===== src/rtl/sync_fifo_flex_pkg.sv =====
// Shared types and width helpers for the single-clock flexible FIFO.
// No logic; holds the mode and prefetch-state enums.
// Widths derive from storage depth so level and pointers can reach DEPTH.
package sync_fifo_pkg;

    // Read-side presentation mode.
    typedef enum logic {
        FIFO_STD  = 1'b0,
        FIFO_FWFT = 1'b1
    } fifo_mode_e;

    // Output-register occupancy in first-word-fall-through mode.
    typedef enum logic [1:0] {
        ST_EMPTY    = 2'd0,
        ST_PREFETCH = 2'd1,
        ST_VALID    = 2'd2
    } fwft_state_e;

    // Width needed to hold a count of 0..depth; also the pointer width,
    // since one extra bit distinguishes full from empty.
    function automatic int level_w(input int depth);
        return $clog2(depth) + 1;
    endfunction

endpackage


===== src/rtl/sync_fifo_flex_if.sv =====
// Producer/consumer bundle for sync_fifo_flex, with thresholds and status.
// Pure wiring, no latency.
// Back-pressure is advisory (full/almost_full); the FIFO drops writes only at DEPTH.
interface sync_fifo_flex_if #(
    parameter int DATA_WIDTH = 8,
    parameter int ADDR_WIDTH = 4
);
    logic                  wr_en;
    logic [DATA_WIDTH-1:0] wr_data;
    logic                  full;
    logic                  almost_full;
    logic                  rd_en;
    logic [DATA_WIDTH-1:0] rd_data;
    logic                  empty;
    logic                  has_data;
    logic                  almost_empty;
    logic [ADDR_WIDTH:0]   level;
    logic [ADDR_WIDTH:0]   ae_thresh;
    logic [ADDR_WIDTH:0]   af_thresh;
    logic                  overflow;
    logic                  underflow;

    // Side that produces/consumes data and sets thresholds.
    modport master (
        output wr_en, wr_data, rd_en, ae_thresh, af_thresh,
        input  full, almost_full, rd_data, empty, has_data, almost_empty,
               level, overflow, underflow
    );

    // The FIFO itself.
    modport slave (
        input  wr_en, wr_data, rd_en, ae_thresh, af_thresh,
        output full, almost_full, rd_data, empty, has_data, almost_empty,
               level, overflow, underflow
    );
endinterface


===== src/rtl/sync_fifo_flex_ram.sv =====
// Simple dual-port storage, one write and one registered read port.
// Read data appears one cycle after re; read-before-write on address collision.
// No back-pressure; caller guarantees address validity.
module sync_fifo_ram #(
    parameter int DATA_WIDTH = 8,
    parameter int ADDR_WIDTH = 4
) (
    input  logic                  clk,
    input  logic                  rst_n,
    input  logic                  we,
    input  logic [ADDR_WIDTH-1:0] waddr,
    input  logic [DATA_WIDTH-1:0] wdata,
    input  logic                  re,
    input  logic [ADDR_WIDTH-1:0] raddr,
    output logic [DATA_WIDTH-1:0] rdata
);
    localparam int DEPTH = 1 << ADDR_WIDTH;

    logic [DATA_WIDTH-1:0] mem [DEPTH];

    // Write port; contents are deliberately not cleared by reset.
    always_ff @(posedge clk) begin
        if (we) begin
            mem[waddr] <= wdata;
        end
    end

    // Registered read port; holds its value when not reading.
    always_ff @(posedge clk) begin
        if (!rst_n) begin
            rdata <= '0;
        end else if (re) begin
            rdata <= mem[raddr];
        end
    end

endmodule


===== src/rtl/sync_fifo_flex.sv =====
// Single-clock FIFO with standard or first-word-fall-through read, thresholds, level, error flags.
// Standard: data one cycle after accepted read. FWFT: first word visible two cycles after write.
// Writes accepted below DEPTH (RESERVE absorbs in-flight writes); overflow/underflow are sticky.
module sync_fifo_flex
    import sync_fifo_pkg::*;
#(
    parameter int DATA_WIDTH = 8,
    parameter int ADDR_WIDTH = 4,
    parameter int RESERVE    = 0,
    parameter int FWFT       = 0
) (
    input  logic            clk,
    input  logic            rst_n,
    sync_fifo_flex_if.slave bus
);
    localparam int         DEPTH = 1 << ADDR_WIDTH;
    localparam int         LW    = level_w(DEPTH);
    localparam fifo_mode_e MODE  = (FWFT != 0) ? FIFO_FWFT : FIFO_STD;

    typedef logic [LW-1:0] ptr_t;
    typedef logic [LW-1:0] level_t;

    localparam level_t DEPTH_L = level_t'(DEPTH);
    localparam level_t FULL_AT = level_t'(DEPTH - RESERVE);

    ptr_t                  wr_ptr;
    ptr_t                  rd_ptr;
    level_t                level_q;
    level_t                level_nxt;
    level_t                mem_cnt;
    fwft_state_e           state;
    fwft_state_e           state_nxt;
    logic                  empty_q;
    logic                  full_q;
    logic                  afull_q;
    logic                  aempty_q;
    logic                  ovf_q;
    logic                  udf_q;
    logic                  wr_acc;
    logic                  rd_acc;
    logic                  ram_re;
    logic [DATA_WIDTH-1:0] ram_q;

    // Acceptance: a read at DEPTH frees a slot so a paired write still goes in.
    always_comb begin
        rd_acc  = bus.rd_en && !empty_q;
        wr_acc  = bus.wr_en && ((level_q != DEPTH_L) || rd_acc);
        mem_cnt = wr_ptr - rd_ptr;
        unique case ({wr_acc, rd_acc})
            2'b10:   level_nxt = level_q + 1'b1;
            2'b01:   level_nxt = level_q - 1'b1;
            default: level_nxt = level_q;
        endcase
    end

    // RAM read issue and prefetch next-state. In FWFT the RAM output register
    // is the presentation register, so a pop reloads it on the same edge.
    always_comb begin
        state_nxt = state;
        ram_re    = 1'b0;
        if (MODE == FIFO_STD) begin
            ram_re = rd_acc;
        end else begin
            case (state)
                ST_EMPTY: begin
                    if (wr_acc) state_nxt = ST_PREFETCH;
                end
                ST_PREFETCH: begin
                    ram_re    = 1'b1;
                    state_nxt = ST_VALID;
                end
                ST_VALID: begin
                    if (rd_acc) begin
                        if (mem_cnt != '0) begin
                            ram_re = 1'b1;
                        end else if (wr_acc) begin
                            state_nxt = ST_PREFETCH;
                        end else begin
                            state_nxt = ST_EMPTY;
                        end
                    end
                end
                default: state_nxt = ST_EMPTY;
            endcase
        end
    end

    // Pointers, level, prefetch state and all registered status flags.
    always_ff @(posedge clk) begin
        if (!rst_n) begin
            wr_ptr   <= '0;
            rd_ptr   <= '0;
            level_q  <= '0;
            state    <= ST_EMPTY;
            empty_q  <= 1'b1;
            full_q   <= 1'b0;
            afull_q  <= (bus.af_thresh == '0);
            aempty_q <= 1'b1;
            ovf_q    <= 1'b0;
            udf_q    <= 1'b0;
        end else begin
            if (wr_acc) wr_ptr <= wr_ptr + 1'b1;
            if (ram_re) rd_ptr <= rd_ptr + 1'b1;
            level_q  <= level_nxt;
            state    <= state_nxt;
            empty_q  <= (MODE == FIFO_FWFT) ? (state_nxt != ST_VALID) : (level_nxt == '0);
            full_q   <= (level_nxt >= FULL_AT);
            afull_q  <= (level_nxt >= bus.af_thresh);
            aempty_q <= (level_nxt <= bus.ae_thresh);
            if (bus.wr_en && !wr_acc) ovf_q <= 1'b1;
            if (bus.rd_en && empty_q) udf_q <= 1'b1;
        end
    end

    sync_fifo_ram #(
        .DATA_WIDTH (DATA_WIDTH),
        .ADDR_WIDTH (ADDR_WIDTH)
    ) u_ram (
        .clk   (clk),
        .rst_n (rst_n),
        .we    (wr_acc),
        .waddr (wr_ptr[ADDR_WIDTH-1:0]),
        .wdata (bus.wr_data),
        .re    (ram_re),
        .raddr (rd_ptr[ADDR_WIDTH-1:0]),
        .rdata (ram_q)
    );

    assign bus.rd_data      = ram_q;
    assign bus.empty        = empty_q;
    assign bus.has_data     = ~empty_q;
    assign bus.full         = full_q;
    assign bus.almost_full  = afull_q;
    assign bus.almost_empty = aempty_q;
    assign bus.level        = level_q;
    assign bus.overflow     = ovf_q;
    assign bus.underflow    = udf_q;

endmodule


===== src/flat_wrapper.sv =====
// flat-port wrapper written by rule: the top's interface ports become plain ports
module sync_fifo_flex_flat import sync_fifo_pkg::*;
#(
    parameter int DATA_WIDTH = 8,
    parameter int ADDR_WIDTH = 4,
    parameter int RESERVE    = 0,
    parameter int FWFT       = 0
)
  (clk, rst_n, bus_wr_en, bus_wr_data, bus_rd_en, bus_ae_thresh, bus_af_thresh, bus_full, bus_almost_full, bus_rd_data, bus_empty, bus_has_data, bus_almost_empty, bus_level, bus_overflow, bus_underflow);
  sync_fifo_flex_if #(.DATA_WIDTH(DATA_WIDTH), .ADDR_WIDTH(ADDR_WIDTH)) bus_i ();
  input  logic clk;
  input  logic rst_n;
  input wire logic [$bits(bus_i.wr_en)-1:0] bus_wr_en;
  input wire logic [$bits(bus_i.wr_data)-1:0] bus_wr_data;
  input wire logic [$bits(bus_i.rd_en)-1:0] bus_rd_en;
  input wire logic [$bits(bus_i.ae_thresh)-1:0] bus_ae_thresh;
  input wire logic [$bits(bus_i.af_thresh)-1:0] bus_af_thresh;
  output wire logic [$bits(bus_i.full)-1:0] bus_full;
  output wire logic [$bits(bus_i.almost_full)-1:0] bus_almost_full;
  output wire logic [$bits(bus_i.rd_data)-1:0] bus_rd_data;
  output wire logic [$bits(bus_i.empty)-1:0] bus_empty;
  output wire logic [$bits(bus_i.has_data)-1:0] bus_has_data;
  output wire logic [$bits(bus_i.almost_empty)-1:0] bus_almost_empty;
  output wire logic [$bits(bus_i.level)-1:0] bus_level;
  output wire logic [$bits(bus_i.overflow)-1:0] bus_overflow;
  output wire logic [$bits(bus_i.underflow)-1:0] bus_underflow;
  assign bus_i.wr_en = bus_wr_en;
  assign bus_i.wr_data = bus_wr_data;
  assign bus_i.rd_en = bus_rd_en;
  assign bus_i.ae_thresh = bus_ae_thresh;
  assign bus_i.af_thresh = bus_af_thresh;
  assign bus_full = bus_i.full;
  assign bus_almost_full = bus_i.almost_full;
  assign bus_rd_data = bus_i.rd_data;
  assign bus_empty = bus_i.empty;
  assign bus_has_data = bus_i.has_data;
  assign bus_almost_empty = bus_i.almost_empty;
  assign bus_level = bus_i.level;
  assign bus_overflow = bus_i.overflow;
  assign bus_underflow = bus_i.underflow;
  sync_fifo_flex #(.DATA_WIDTH(DATA_WIDTH), .ADDR_WIDTH(ADDR_WIDTH), .RESERVE(RESERVE), .FWFT(FWFT)) u_core (.clk(clk), .rst_n(rst_n), .bus(bus_i));
endmodule

===== config.mk =====
export PLATFORM = sky130hd
export DESIGN_NAME = sync_fifo_flex_flat
export DESIGN_NICKNAME = d
export VERILOG_FILES = /design/src/rtl/sync_fifo_flex_pkg.sv /design/src/rtl/sync_fifo_flex_if.sv /design/src/rtl/sync_fifo_flex_ram.sv /design/src/rtl/sync_fifo_flex.sv /design/src/flat_wrapper.sv
export SDC_FILE = /design/constraint.sdc
export NUM_CORES = 1
export LEC_CHECK = 0
export BUFFER_PORTS_ARGS = -buffer_cell sky130_fd_sc_hd__buf_2
export CORE_MARGIN = 2
export CORE_UTILIZATION = 35
export DETAILED_ROUTE_END_ITERATION = 10
export PLACE_DENSITY = 0.62
export SETUP_SLACK_MARGIN = 0.05
export SYNTH_ARGS = -nofsm -noshare
export SYNTH_HDL_FRONTEND = slang
export SYNTH_SLANG_ARGS = --single-unit

===== constraint.sdc =====
create_clock -name clk -period 4.33 [get_ports clk]
set_input_delay 0.2165 -clock clk [delete_from_list [all_inputs] [get_ports clk]]
set_output_delay 0.2165 -clock clk [all_outputs]
set_load 0.01 [all_outputs]

Word-level counts from Yosys, hierarchy flattened

Memories as Yosys holds them, arrays and structs flattened. A register that Yosys moved wholly into a read port is not among the register bits.
Index checks and enable logic that the tools add are counted.

Input bits: 22
Memories kept: 1
Bits in latches: 0
Memory bits (read-only): 0
Register bits: 21
RAM bits: 128
Word-level logic and storage cells: 35

$lt $le $gt $ge: 3
Muxes and demuxes: 4
Eq/ne operators: 3
Add/subtract/negate cells: 4
Divide/modulo/power cells: 0
$mul: 0
Reductions and logical operators: 10
Bitwise gates (word level): 1
Shift operators: 0

Memory list:

| name             | words | bits a word | rd ports | clocked after Yosys merged registers in | wr ports | line                     | text |
|---|---|---|---|---|---|---|---|
| u_core.u_ram.mem | 16    | 8           | 1        | 1                                       | 1        | sync_fifo_flex_ram.sv:19 | `logic [DATA_WIDTH-1:0] mem [DEPTH];` |

Operators by type and width:

| cell                                                                   | number |
|---|---|
| 5-bit by 1-bit adder with 5-bit output (second input constant)         | 3 |
| 5-bit zero test                                                        | 2 |
| 5-bit case mux with 2 select lines                                     | 1 |
| 5-bit >= comparator                                                    | 1 |
| 5-bit >= comparator (second input constant)                            | 1 |
| 5-bit less-or-equal comparator                                         | 1 |
| 5-bit != test (second input constant)                                  | 1 |
| 5-bit by 1-bit subtractor with 5-bit output (second input constant)    | 1 |
| 1-bit logical AND                                                      | 4 |
| 1-bit zero test                                                        | 3 |
| 1-bit two-way mux                                                      | 3 |
| 2-bit by 1-bit equality test with 1-bit output (second input constant) | 1 |
| 2-bit equality test (second input constant)                            | 1 |
| 1-bit logical OR                                                       | 1 |
| 1-bit NOT                                                              | 1 |

Longest topological paths before layout

Gate-level depths: netlist of the first run.

Word-level depth: 8
Gate-level depth with buffers: 13
Depth with buffers taken out: 13

Cells and area by module

From an unflattened synthesis of the first run, not the netlist that was laid out.

Cells, all modules: 455
Area, all modules: 6,581.3 um^2

By module, submodules not included:

| module         | area each (um^2) | instances | cells each |
|---|---|---|---|
| sync_fifo_ram  | 5,351.4          | 1         | 318 |
| sync_fifo_flex | 1,229.9          | 1         | 137 |

Worst setup path after synthesis of the first run

OpenSTA, ideal clock, no wires.

Path kind: register -> register
Start: register u_core.empty_q (netlist: u_core.bus.empty)
End: register u_core.aempty_q (netlist: u_core.bus.almost_empty)
Library setup time: 0.058 ns
Data required time: 4.272 ns
Stages on the path, launching flop included: 14
Slack: 1.341 ns
Arrival: 2.932 ns
Path through: dfxtp_1 nand2b_4 nor2_1 ha_1 a21o_1 a21oi_1 nor3b_1 a21oi_1 xnor2_1 ha_1 nor3b_1 o31a_1 o41ai_1 a211o_1

Word-level cells in the longest chain between the ends: 7
Elaborated cells between the ends (all ways): 8
Those cells by class: order compare: 1; eq/ne: 2; mux: 1; reduce/logical: 4

RTL lines:

| element                                                                                      | line                  | text |
|---|---|---|
| from (decl)                                                                                  | sync_fifo_flex.sv:33  | `logic empty_q;` |
| from (signal assigned)                                                                       | sync_fifo_flex.sv:106 | `empty_q <= (MODE == FIFO_FWFT) ? (state_nxt != ST_VALID) : (level_nxt == '0);` |
| 1-bit zero test (*)                                                                          | sync_fifo_flex.sv:46  | `rd_acc = bus.rd_en && !empty_q;` |
| 1-bit logical AND (*)                                                                        | sync_fifo_flex.sv:46  |  |
| 1-bit logical OR                                                                             | sync_fifo_flex.sv:47  | `wr_acc = bus.wr_en && ((level_q != DEPTH_L) \|\| rd_acc);` |
| 1-bit logical AND                                                                            | sync_fifo_flex.sv:47  |  |
| 2-bit by 1-bit equality test with 1-bit output / 2-bit equality test (equally long branches) | sync_fifo_flex.sv:49  | `unique case ({wr_acc, rd_acc})` |
| 5-bit case mux with 2 select lines (*)                                                       | sync_fifo_flex.sv:49  |  |
| via u_core.level_nxt[4]                                                                      | sync_fifo_flex.sv:29  | `level_t level_nxt;` |
| 5-bit less-or-equal comparator (*)                                                           | sync_fifo_flex.sv:109 | `aempty_q <= (level_nxt <= bus.ae_thresh);` |
| to (signal assigned)                                                                         | sync_fifo_flex.sv:109 |  |
| to (decl)                                                                                    | sync_fifo_flex.sv:36  | `logic aempty_q;` |

The timed path passes the listed nets; every way through them passes the cells marked *.
A chain may end at the register's enable or synchronous reset.

Final worst setup path of the first run

Same ends and word-level chain as after synthesis.

==> out/metrics.yaml, run 1 <==
status: "complete, no violations"
ys_async_sr_fraction_pct: 0
fmax_ghz: 0.2914
nets: 470
grt_antenna_before_repair: 0
yosysTopAreaCellShare_pct: 58.43
io_buffers: 41
post_drt_wl_per_cell_um: 18.53
diodes: 0
setup_viol: 0
cp_max_fo: 16
cts_buffers: 17
overflow: 0
dr.pass1.iters: 4
utilization_pct: 40.96
drc_errors: 0
die_w_um: 141.1
cts_num_sinks: 155
yosysUniqueCellTypes: 47
grt.total_usage_pct: 13.30
cellPowerDensity_mw_per_mm2: 483.7
grt_pass1_wl_um: 19670
clk_pin_slew_ns: 0.06
period_needed_ns: 3.432
busiest_layer: "met2"
synth.most_common_cell: "edfxtp_1"
tightest_slew_ns: 1.065
slew_headroom_pct: 28.98
path_class: "flop to flop"
cts.path.max_buffers: 2
postCtsHoldBufs: 0
area_growth_pct: 15.69
drive_gt1_share_pct: 21.22
die-height_um: 141.1
met2_usage_pct: 20.95
hold_class: "input pin to flop"
clock_skew_ns: 0.005275
dp_hpwl_um: 8598
syn_inst: 384
slew_viol_final: 0
drt_wl_total_um: 12550
synth_edf_count: 128
grt_max_degree: 36
crit_arrival_ns: 3.80
num_rows: 50
ir_drop_uv: 257.5
syn_nets: 423
ios: 42
worstPathRequired_ns: 4.70
place.gp.congestion: 0.8159
rsz0062_at_grt: "false"
period_share_pct: 79.27
cellLeakagePower_nw: 2.670
use_met3_pct: 3.431
core-area_mm2: 0.01858
vias: 3430
cap_violations: 0
synth_common_cells: "edfxtp_1, nand2_1, mux4_1, dfxtp_1, nor2_1"
cp-start-kind: "flop"
vias_per_cell: 5.066
met1_usage_pct: 17.91
cts_resized: 0
tns_ns: 0
htreeDepth: 4
drtIter0Drc: 261
synth_top_cell_by_area: "edfxtp_1"
finalHoldViolCount: 0
antenna_left: 0
clockRootBuffer: "clkbuf_16"
endpoint_kind: "flop"
initial_core_util_pct: 35.41
rrSetupSlack_ns: 0.90
yosysSeqAreaShare_pct: 66.64
postCtsSetupRepairBufs: 0
yosysWarnings: 0
synthTopCellsByArea: "edfxtp_1, mux4_1, dfxtp_1"
netlist_area_mm2: 0.006579
cts_tree: "built"
grt_pass1_vias: 3476
insertion_delay_ns: 0.42
ys_ff_latch: 155
synth_ff_type: "edfxtp_1"
die_area_mm2: 0.01991
avgSynthCellArea_um2: 17.13
==> metal layers <==
layer,up-vias,wire (um),part of all wire [%]
met3,14,516,4.1
met2,78,6056,48
met4,0,129,1.0
met1,1728,5842,47
met5,-,0,0
li1,1610,-,-
==> final timing paths <==
kind                                                end  depth (start not counted)             startpoint
worst max-delay path            u_core.bus.almost_empty                         12       u_core.bus.empty
worst min-delay path                   u_core.bus.empty                          2                  rst_n
worst max register to register  u_core.bus.almost_empty                         12       u_core.bus.empty
worst min register to register    u_core.u_ram.rdata[0]                          2  u_core.u_ram.rdata[0]
==> cell families (layout without fill, tap and decap cells) <==
kind of cell / after synthesis / in the layout / share of synthesized area (%)
compound gates: 37 / 37 / 3.519
xor+xnor: 9 / 9 / 1.198
fa+ha+maj: 18 / 18 / 3.499
buf+inv: 29 / 88 / 2.301
flops: 155 / 155 / 66.64
mux: 44 / 44 / 15.94
simple gates: 92 / 92 / 6.904
==> final cells by class <==
| class | count | area (um^2) |
|---|---|---|
| clock buffers | 18 | 429.2 |
| inverters | 11 | 41.29 |
| fillers | 1648 | 10970 |
| flip-flops and latches | 155 | 4387 |
| repair buffers | 46 | 242.7 |
| multi-input cells | 200 | 2043 |
| well taps | 234 | 292.8 |
| clock inverters | 13 | 175.2 |
==> critical path, stage by stage (launching register included) <==
cell and delay [ns]:
dfxtp_1 0.36, nand2b_4 0.24, nor2_1 0.36, ha_1 0.38, a21o_1 0.19, a21oi_1 0.18
a21oi_1 0.11, xnor2_1 0.43, ha_1 0.37, nor3b_1 0.17, o31a_1 0.10, o41ai_1 0.35
a211o_1 0.14
==> registers in the layout (all words and copies together), names as in the netlist <==
| signal | flops |
|---|---|
| u_core.bus.overflow | 1 |
| u_core.bus.almost_empty | 1 |
| u_core.u_ram.mem | 128 |
| u_core.rd_ptr | 4 |
| u_core.wr_ptr | 4 |
| u_core.bus.almost_full | 1 |
| u_core.u_ram.rdata | 8 |
| u_core.bus.underflow | 1 |
| u_core.bus.empty | 1 |
| u_core.bus.level | 5 |
| u_core.bus.full | 1 |
==> power by group <==
group	internal [mW]	total [mW]	switching (mW)	leakage [nW]
Clock	0.955	1.52	0.567	0.291
Sequential	1.66	1.73	0.0661	1.38
Combinational	0.212	0.429	0.217	1.00
Total	2.83	3.68	0.850	2.67
==> stage by stage <==
| step | hold slack, ns | power, mW | instances | area (um^2) | setup slack (ns) |
|---|---|---|---|---|---|
| after floorplan | 0.3154 | 2.056 | 384 | 6579 | 1.341 |
| after global placement | 0.4584 | 2.181 | 646 | 7007 | 1.091 |
| after detailed placement | 0.4564 | 2.196 | 646 | 7007 | 0.9841 |
| after CTS | 0.05164 | 3.715 | 677 | 7611 | 0.9698 |
| after global routing | 0.06897 | 3.835 | 677 | 7611 | 0.6360 |
| final | 0.07615 | 3.682 | 677 | 7611 | 0.8978 |
==> layout by cell type (no fill, tap or decap), types with 2 or more instances in the layout <==
master / instances
dfxtp_2: 2
xnor2_1: 4
inv_1: 11
a21o_1: 5
bufinv_16: 4
clkinv_1: 2
a21oi_1: 20
nor2_1: 26
clkinv_2: 3
nand2_1: 30
nand2b_1: 5
edfxtp_1: 128
nor4bb_1: 2
buf_4: 5
clkbuf_16: 17
a31oi_1: 2
xor2_1: 5
mux4_2: 12
buf_2: 41
ha_1: 16
clkinvlp_4: 2
nor3b_1: 2
mux2_2: 2
dfxtp_1: 25
nand4_1: 3
o21ai_0: 3
mux4_1: 28
mux2i_1: 2
and2_1: 6
nor3_1: 7
No activity file was read; power rests on OpenSTA's default activity.
==> inputs of run 2 (changes only) <==
==> constraint.sdc (replaced) <==
create_clock -name clk -period 3.4 [get_ports clk]
set_input_delay 0.17 -clock clk [delete_from_list [all_inputs] [get_ports clk]]
set_output_delay 0.17 -clock clk [all_outputs]
set_load 0.01 [all_outputs]
==> out/metrics.yaml, run 2 (same netlist as run 1, synthesis figures left out) <==
path_cells: "nand2b_4 -> nor2_4 -> fa_1 -> a21o_1 -> a21oi_1 -> nor3b_1 -> a21oi_1 -> xnor2_1 -> ha_1 -> nor3b_1 -> o31a_1 -> o41ai_1 -> a211o_1"
postPlaceCellArea_mm2: 0.007041  # +0.48%
setup_viol: 0  # unchanged
dp_hpwl_um: 8430  # -2.0%
vias: 3431  # +0.029%
regMostFlops: "u_core.u_ram.mem"
die_w_um: 141.1  # unchanged
drc_errors: 0  # unchanged
grt_pass1_wl_um: 19210  # -2.3%
top_layer: "met4"
n_fill_cell: 1612  # -2.2%
dr.pass1.iters: 5  # +1
core-area_mm2: 0.01858  # unchanged
ir_drop_uv: 338.8  # +32%
fin_cells: 682  # +0.74%
tightest_slew_ns: 0.8691  # -0.1961 ns
drive_gt1_share_pct: 22.32  # +1.1 points
timing.rr.start: "u_core.bus.empty"
cellPowerDensity_mw_per_mm2: 616.7  # +27%
cellLeakagePower_nw: 2.698  # +1.0%
place_ws_ns: 0.1194  # -0.8646 ns
dp.cells: 649  # +0.46%
drt-met1-wl_um: 5826  # -0.27%
diodes: 0  # unchanged
grt.total_usage_pct: 12.97  # -0.33 points
whs_path_depth: 2  # unchanged
period_needed_ns: 3.058  # -0.3739 ns
cts.path.max_buffers: 2  # unchanged
r2r_cells: 13  # +1
cts_num_sinks: 155  # unchanged
cp-start-kind: "flop"
finalHoldViolCount: 0  # unchanged
power_mw: 4.738  # +29%
hold_class: "input pin to flop"
overflow: 0  # unchanged
finalWorstSetupSlack_ns: 0.3417  # -0.5561 ns
cp_max_fo: 7  # -9
fmax_ghz: 0.3270  # +12%
insertion_delay_ns: 0.42  # about the same
drtIter0Drc: 246  # -5.7%
cts_buffers: 17  # unchanged
hp-start: "rst_n"
htreeDepth: 4  # unchanged
wl_met3_um: 563  # +9.1%
grt_antenna_before_repair: 0  # unchanged
cp_slowest_cell: "dfxtp_1"
ios: 42  # unchanged
slew_headroom_pct: 41.85  # +13 points
hold-path-endpoint: "u_core.bus.empty"
die-height_um: 141.1  # unchanged
nets: 475  # +1.1%
period_share_pct: 89.95  # +11 points
drt_wl_total_um: 12090  # -3.6%
largest_register_ffs: 128  # unchanged
grt_max_degree: 36  # unchanged
initial_core_util_pct: 35.41  # unchanged
postLayoutCellArea_mm2: 0.007682  # +0.94%
mostFrequentLayoutCell: "edfxtp_1"
cpPeakStageDelay_ns: 0.45  # +0.02 ns
crit_arrival_ns: 3.37  # -0.43 ns
clockRootBuffer: "clkbuf_16"
rrSetupSlack_ns: 0.34  # -0.56 ns
wl_met2_um: 5591  # -7.7%
place.gp.congestion: 0.7567  # -7.3%
grt_pass1_vias: 3355  # -3.5%
tns_ns: 0  # unchanged
die_area_mm2: 0.01991  # unchanged
post_drt_wl_per_cell_um: 17.73  # -4.3%
regToRegEndpoint: "u_core.bus.almost_empty"
num_rows: 50  # unchanged
postCtsHoldBufs: 0  # unchanged
worstPathRequired_ns: 3.71  # -0.99 ns
rsz0062_at_grt: "false"
vias_per_cell: 5.031  # -0.70%
final_cell_mix: "edfxtp_1, buf_2, nand2_1"
antenna_left: 0  # unchanged
io_buffers: 41  # unchanged
area_growth_pct: 16.77
cap_violations: 0  # unchanged
path_class: "flop to flop"
endpoint_kind: "flop"
cts_tree: "built"
clk_pin_slew_ns: 0.06  # about the same
status: "complete, no violations"
slew_viol_final: 0  # unchanged
clock_skew_ns: 0.008561  # +0.003286 ns
==> run 2: changes by cell type in the layout (fill, tap and decap cells not counted) <==
cell	previous run	this run
dfxtp_2	2	1
clkinv_1	2	1
buf_4	5	9
clkinvlp_4	2	3
clkinv_4	1	2
buf_12	0	1
dfxtp_1	25	26
nor2_1	26	25
inv_6	1	3
nor2_4	0	1
clkinv_2	3	0
==> run 2: metrics by stage <==
step,hold slack (ns),util [%]
after floorplan,0.2689,-
after global placement,0.4571,37.89
after detailed placement,0.4500,37.89
after CTS,0.008065,41.23
after global routing,0.01311,41.35
final,0.03089,41.35
==> run 2: how the worst max path moves through the flow <==
stage / to / cells past startpoint / start
floorplan: u_core.bus.almost_empty / 13 / u_core.bus.empty
global placement: u_core.bus.almost_empty / 13 / u_core.bus.empty
detailed placement: u_core.bus.almost_empty / 13 / u_core.bus.empty
CTS: u_core.bus.almost_empty / 13 / u_core.bus.empty
global route: u_core.bus.almost_empty / 13 / u_core.bus.empty
finish: u_core.bus.almost_empty / 13 / u_core.bus.empty
==> run 2: power breakdown <==
group | switching [mW] | internal, mW | leakage [nW]
registers | 0.0417 | 2.12 | 1.38
clock network | 0.740 | 1.23 | 0.291
logic | 0.321 | 0.286 | 1.03
total | 1.10 | 3.63 | 2.70
==> run 2: repair_timing <==
action                     in CTS  in global routing
buffers inserted                0                  2
gates resized for setup         0                  2
setup endpoints to repair       0                  1
==> run 2: cell type report <==
| cell class | count | area [um^2] | area share [%] |
|---|---|---|---|
| clock buffers | 18 | 429.2 | 5.586 |
| repair buffers | 51 | 292.8 | 3.811 |
| multi-input cells | 200 | 2051 | 26.69 |
| clock inverters | 13 | 190.2 | 2.476 |
| inverters | 11 | 41.29 | 0.5375 |
| flip-flops and latches | 155 | 4385 | 57.08 |
| well taps | 234 | 292.8 | 3.811 |
==> run 2: critical path: cells and delay by family, from the launching register on <==
family	cells	cell delay (ns)
compound gates	6	1.08
simple gates	4	0.57
flops	1	0.45
fa+ha+maj	2	0.76
xor+xnor	1	0.12
==> run 2: metal layers <==
layer	track usage [%]	vias to the layer above
met4	4.053	0
met5	0	-
met2	19.55	96
met3	4.280	10
met1	17.90	1704
li1	-	1621
